## config.mk

```make
export PLATFORM = sky130hd
export DESIGN_NAME = alu_operand_issue
export DESIGN_NICKNAME = d
export VERILOG_FILES = /design/src/rtl/alu_operand_issue.sv
export SDC_FILE = /design/constraint.sdc
export NUM_CORES = 2
export LEC_CHECK = 0
export CELL_PAD_IN_SITES_DETAIL_PLACEMENT = 1
export CELL_PAD_IN_SITES_GLOBAL_PLACEMENT = 2
export CORE_ASPECT_RATIO = 1.25
export CORE_MARGIN = 1
export CORE_UTILIZATION = 44
export CTS_BUF_LIST = sky130_fd_sc_hd__clkbuf_4
export DETAILED_ROUTE_END_ITERATION = 6
export GPL_ROUTABILITY_DRIVEN = 0
export PLACE_DENSITY_LB_ADDON = 0.1
export SKIP_CTS_REPAIR_TIMING = 1
export SLEW_MARGIN = 5
export SYNTH_ARGS = -nofsm -noshare
export SYNTH_HDL_FRONTEND = slang
export SYNTH_SLANG_ARGS = --single-unit
```

## constraint.sdc

```tcl
create_clock -name clk -period 4.2 [get_ports clk]
set_input_delay 0.84 -clock clk [delete_from_list [all_inputs] [get_ports clk]]
set_output_delay 0.84 -clock clk [all_outputs]
set_load 0.01 [all_outputs]
```

## src/rtl/alu_operand_issue.sv

```systemverilog
`default_nettype none
// ============================================================================
// Module      : alu_operand_issue
// Description : RV32I decode/issue stage. Reads rs1/rs2 from a 32x32 register
//               file with writeback bypass, decodes imm/opcode/ALU field and
//               presents one registered operand bundle under valid/ready.
// Revision    : 1.0 - initial release
// ============================================================================
module alu_operand_issue #(
  parameter int XLEN  = 32,
  parameter int NREGS = 32
) (
  input  logic            clk,
  input  logic            rst,
  input  logic            in_valid,
  output logic            in_ready,
  input  logic [31:0]     in_inst,
  output logic            out_valid,
  input  logic            out_ready,
  output logic [XLEN-1:0] out_rs1,
  output logic [XLEN-1:0] out_rs2,
  output logic [XLEN-1:0] out_imm,
  output logic [6:0]      out_opcode,
  output logic [3:0]      out_field,
  output logic [4:0]      out_rd_addr,
  output logic            out_illegal,
  input  logic            wb_en,
  input  logic [4:0]      wb_addr,
  input  logic [XLEN-1:0] wb_data
);

  localparam logic [6:0] C_OP   = 7'b0110011;
  localparam logic [6:0] C_OP_I = 7'b0010011;
  localparam logic [6:0] C_OP_S = 7'b0100011;
  localparam logic [6:0] C_OP_B = 7'b1100011;
  localparam logic [6:0] C_OP_U = 7'b0110111;
  localparam logic [6:0] C_OP_J = 7'b1101111;

  logic [XLEN-1:0] r_regs [NREGS];
  logic            r_valid;
  logic [XLEN-1:0] r_rs1, r_rs2, r_imm;
  logic [6:0]      r_opcode;
  logic [3:0]      r_field;
  logic [4:0]      r_rd_addr;
  logic            r_illegal;
  // Source addresses of the held operands; 0 means "not a register read".
  logic [4:0]      r_rs1_src, r_rs2_src;

  logic [2:0]      w_f3;
  logic [3:0]      w_field;
  logic [XLEN-1:0] w_imm;
  logic [4:0]      w_rd;
  logic            w_illegal;
  logic            w_use_rs1, w_use_rs2;
  logic [4:0]      w_rs1_src, w_rs2_src;
  logic [XLEN-1:0] w_rs1_val, w_rs2_val;
  logic            w_accept;
  logic            w_wb_live;

  assign in_ready  = !r_valid || out_ready;
  assign w_accept  = in_valid && in_ready;
  assign w_wb_live = wb_en && (wb_addr != 5'd0);
  assign w_f3      = in_inst[14:12];

  // Instruction decode: immediate, ALU field, destination and operand usage.
  always_comb begin
    w_field   = 4'b0000;
    w_imm     = '0;
    w_rd      = 5'd0;
    w_illegal = 1'b0;
    w_use_rs1 = 1'b1;
    w_use_rs2 = 1'b1;
    case (in_inst[6:0])
      C_OP: begin
        w_field = {in_inst[30], w_f3};
        w_rd    = in_inst[11:7];
      end
      C_OP_I: begin
        // Only SRAI/SRLI carry inst[30]; ADDI must never turn into SUB.
        w_field = {(w_f3 == 3'b101) && in_inst[30], w_f3};
        w_rd    = in_inst[11:7];
        if (w_f3 == 3'b001 || w_f3 == 3'b101)
          w_imm = {{(XLEN-5){1'b0}}, in_inst[24:20]};
        else
          w_imm = {{(XLEN-12){in_inst[31]}}, in_inst[31:20]};
      end
      C_OP_S: begin
        w_imm = {{(XLEN-12){in_inst[31]}}, in_inst[31:25], in_inst[11:7]};
      end
      C_OP_B: begin
        w_field = 4'b1000;
        w_imm   = {{(XLEN-12){in_inst[31]}}, in_inst[7], in_inst[30:25],
                   in_inst[11:8], 1'b0};
      end
      C_OP_U: begin
        w_use_rs1 = 1'b0;
        w_rd      = in_inst[11:7];
        w_imm     = {{(XLEN-31){in_inst[31]}}, in_inst[30:12], 12'b0};
      end
      C_OP_J: begin
        w_use_rs1 = 1'b0;
        w_rd      = in_inst[11:7];
        w_imm     = {{(XLEN-20){in_inst[31]}}, in_inst[19:12], in_inst[20],
                     in_inst[30:21], 1'b0};
      end
      default: begin
        w_illegal = 1'b1;
        w_use_rs1 = 1'b0;
        w_use_rs2 = 1'b0;
      end
    endcase
  end

  // Operand read with same-cycle writeback bypass; x0 and unused operands read 0.
  always_comb begin
    w_rs1_src = w_use_rs1 ? in_inst[19:15] : 5'd0;
    w_rs2_src = w_use_rs2 ? in_inst[24:20] : 5'd0;
    w_rs1_val = '0;
    w_rs2_val = '0;
    if (w_rs1_src != 5'd0)
      w_rs1_val = (w_wb_live && wb_addr == w_rs1_src) ? wb_data : r_regs[w_rs1_src];
    if (w_rs2_src != 5'd0)
      w_rs2_val = (w_wb_live && wb_addr == w_rs2_src) ? wb_data : r_regs[w_rs2_src];
  end

  // Register file, output bundle register and held-operand refresh.
  always_ff @(posedge clk) begin
    if (rst) begin
      for (int i = 0; i < NREGS; i++) r_regs[i] <= '0;
      r_valid   <= 1'b0;
      r_rs1     <= '0;
      r_rs2     <= '0;
      r_imm     <= '0;
      r_opcode  <= 7'd0;
      r_field   <= 4'd0;
      r_rd_addr <= 5'd0;
      r_illegal <= 1'b0;
      r_rs1_src <= 5'd0;
      r_rs2_src <= 5'd0;
    end else begin
      if (w_wb_live) r_regs[wb_addr] <= wb_data;
      if (w_accept) begin
        r_valid   <= 1'b1;
        r_rs1     <= w_rs1_val;
        r_rs2     <= w_rs2_val;
        r_imm     <= w_imm;
        r_opcode  <= in_inst[6:0];
        r_field   <= w_field;
        r_rd_addr <= w_rd;
        r_illegal <= w_illegal;
        r_rs1_src <= w_rs1_src;
        r_rs2_src <= w_rs2_src;
      end else if (r_valid) begin
        if (out_ready) r_valid <= 1'b0;
        if (w_wb_live && wb_addr == r_rs1_src) r_rs1 <= wb_data;
        if (w_wb_live && wb_addr == r_rs2_src) r_rs2 <= wb_data;
      end
    end
  end

  assign out_valid   = r_valid;
  assign out_rs1     = r_rs1;
  assign out_rs2     = r_rs2;
  assign out_imm     = r_imm;
  assign out_opcode  = r_opcode;
  assign out_field   = r_field;
  assign out_rd_addr = r_rd_addr;
  assign out_illegal = r_illegal;

endmodule
`default_nettype wire

```

==> summary.md <==
| Metric | Value |
|---|---|
| Run status | complete, but fails checks |
| Violated checks | DRC |
| Yosys warning count | 0 |
| PortBufs | 188 |
| Number of synthesized flops with an enable pin | 1,024 |
| Post-synthesis to final-layout area growth | 20.1% |
| TritonCTS clock tree | done |
| Number of placement rows | 152 |
| Final Util | 53.5% |
| Post-Place Cells | 7,612 |
| Mux cell area share after synthesis | 7.30% |
| Total core area | 138,000 sq um |
| Total of flip-flops plus latches after synthesis | 1,148 |
| CP Buf/Inv Count | 1 |
| Share of the synthesized area in compound gates (AO/OA/AOI/OAI) | 17.5% |
| Total die area | 141,000 sq um |
| Top cells by area, synth | edfxtp_1 50%, and2_1 9.8%, mux2i_1 4.9% |
| Cell at the root of the clock tree | clkbuf_4 |
| Initial drt markers | 10,200 |
| Die span in x | 336 um |
| Vias in the first global route | 58,700 |
| Hold violation total from the final report | 0 |
| Cell class contributing the biggest share of worst-path delay | flip-flops |
| Synthesized instance count | 5,553 |
| Main combinational cell family by area after synthesis | compound AO/OA/AOI/OAI gates |
| Syn avg cell area | 11.0 sq um |
| Top achievable clock speed | 264 MHz |
| Asr flop ratio synth | 0% |
| Initial Util | 44.5% |
| Startpoint of the most critical hold path | in_inst[22] |
| Area of the multi-input gates | 26,300 sq um |
| Fin crit share | 90.0% |
| Data arrival time at the worst-slack endpoint | 2940 ps |
| Ordered cell list for the critical path | clkdlybuf4s50_1 |
| Post-route worst setup slack | 418 ps |
| DP HPWL | 222,000 um |
| Commonest cells in the netlist | 1,024 x edfxtp_1, 965 x and2_1, 405 x clkbuf_1 |
| Gr usage total | 48.3% |
| Remaining antenna violation count | 0 |
| Via count of the routed design | 59,100 |
| Slowest library cell on the worst path | dfxtp_1 |
| Slowest Stage Delay on Critical Path | 820 ps |
| Adder and majority gate portion of the synthesized area | 0% |
| Part of the Yosys area used for sequential elements | 54.2% |
| Yosys top cell by area | edfxtp_1 |
| Antenna violations before repair | 41 |
| Post-Layout Inst Area | 73,700 sq um |
| Worst slack, placed | -538 ps |
| Largest fanout of any net on the critical path | 3 |
| Post-synthesis xor/xnor area fraction | 0.229% |
| Worst setup startpoint | out_rs2[22] |
| H-tree levels | 5 |
| Reg-to-reg startpoint | out_valid |
| RSZ-0062 raised after global routing | no |
| Wire length of the first global-routing pass | 465,000 um |
| Distinct cell type count after synthesis | 98 |
| Worst slew margin relative to its limit | 3.03% |
| Leading cell type by number of instances after synthesis | edfxtp_1 |
| Wire length per cell | 42.0 um |
| Final wirelength | 344,000 um |
| Vertical extent of the die | 419 um |
| Final count of pins violating max slew | 0 |
| Type of origin of the critical path | flip-flop |
| CP required | 3360 ps |
| Type of the setup path with the least slack | flip-flop to output pin |
| Clock Tree Buf Depth | 4 |
| Final Critical Period | 3780 ps |
| Non-Filler Instances | 8,201 |
| Maximum clock skew at final layout | 66.4 ps |
| Max-capacitance violation count | 0 |
| Worst hold-check path type | primary input to flip-flop |
| Total standard cell area after synthesis | 61,300 sq um |
| Skew-Pair Late Insertion Delay | 1410 ps |
| Actual slew at the worst max-slew pin | 1450 ps |
| Share of cells above drive strength 1 | 21.1% |
| Post-synthesis simple-gate area fraction | 16.6% |
| Total power density per cell area | 371 nW/um^2 |
| TritonCTS sink count | 1,148 |
| Clock-pin slew of the registers on the worst-case setup and hold paths | 60 ps |
| Share of the synthesized area in the top cell type | 50.2% |
| Gr ovfl total | 0 |
| Area taken by flip-flops and latches | 33,200 sq um |
| Total Nets Final | 6,167 |
| P_leak | 26.8 nW |
| Mean number of vias per cell | 7.20 |
| Remaining routing DRC violations | 2 |
| Post-place instance area | 69,600 sq um |
| Layout filler cell count | 14,700 |
| Final setup violation count | 0 |
| Maximum VDD drop | 0.000214 V |
| Worst Hold Margin | 47.9 ps |
| Pin count of the biggest net entering global routing | 70 |
| Total negative slack | 0 ps |
| Ports | 189 |
| Detailed-routing iteration count for the pre-antenna-repair pass | 7 |
| Clock buffers created by TritonCTS | 326 |
| Flip-flop cell with the highest count after synthesis | edfxtp_1 |
| Worst setup EP type | output pin |
| Total power after layout | 27.3 mW |
==> per-layer routing <==
metal  global-route usage, %  wire length (um)  vias to the layer above
met1                    56.1            115000                    29500
met5                    1.29               455                        -
met3                    17.5             48500                     1808
met2                    70.4            145000                     5519
li1                        -                 -                    22300
met4                    41.5             35300                       32
==> cell usage in the layout (no fill, tap or decap), types with 32 or more instances in the layout <==
cell type / instances
nor2_4: 37
nand2_1: 342
a21oi_1: 368
o21ai_0: 237
a22oi_1: 71
nor2_1: 185
mux2i_1: 302
and3_1: 35
nand3_1: 62
conb_1: 32
diode_2: 36
dfxtp_1: 124
o221ai_1: 56
clkdlybuf4s50_1: 180
a31oi_1: 54
a221o_1: 67
mux2_2: 75
clkinv_1: 57
o211ai_1: 38
and2_1: 965
nor3_1: 72
buf_12: 119
or2_2: 34
a221oi_1: 228
buf_4: 465
clkbuf_4: 488
a222oi_1: 37
edfxtp_1: 1024
a211oi_1: 107
==> worst reg2reg max path: cells and delay by family, from the launching register on <==
kind,cells,cell delay (ps)
AOI/OAI and AO/OA,3,770
DFF,1,520
buffers and inverters,1,460
and+or+nand+nor,4,1330
==> state kept, by name (all words and copies together), names as in the netlist, 5 cells and up <==
name,count
r_rs1_src,5
out_imm,32
out_rd_addr,5
out_opcode,7
r_regs,1024
out_rs2,32
out_rs1,32
r_rs2_src,5
==> final timing paths <==
path | slack [ps] | end | cells after the start
max | 420 | out_rs2[22] | 1
min | 50 | out_imm[22] | 3
min reg2reg | 450 | out_opcode[5] | 2
max reg2reg | 1040 | out_rs1[17] | 8
==> power by group <==
part	internal [mW]	total, mW	switching (mW)
clock network	5.32	10.5	5.21
logic	1.06	3.33	2.27
registers	13.0	13.5	0.451
==> kinds of logic (layout without fill, tap and decap cells) <==
kind of cell              after synthesis  in the layout
muxes                                 404            404
AOI/OAI and AO/OA                    1512           1512
and+or+nand+nor                      1860           1860
other                                   1             68
DFF                                  1148           1148
xor gates and xnor gates               16             16
buffers and inverters                 612           1345
==> layout make-up <==
type / count / share of cell area [%]
sequential: 1148 / 45.1
multi-input combinational: 3824 / 35.6
timing repair buffer: 771 / 10.5
clock buffer: 488 / 4.97
tap: 1848 / 3.14
clock inverter: 64 / 0.370
antenna: 36 / 0.122
inverter: 22 / 0.114
(Power assumes the default switching activity.)
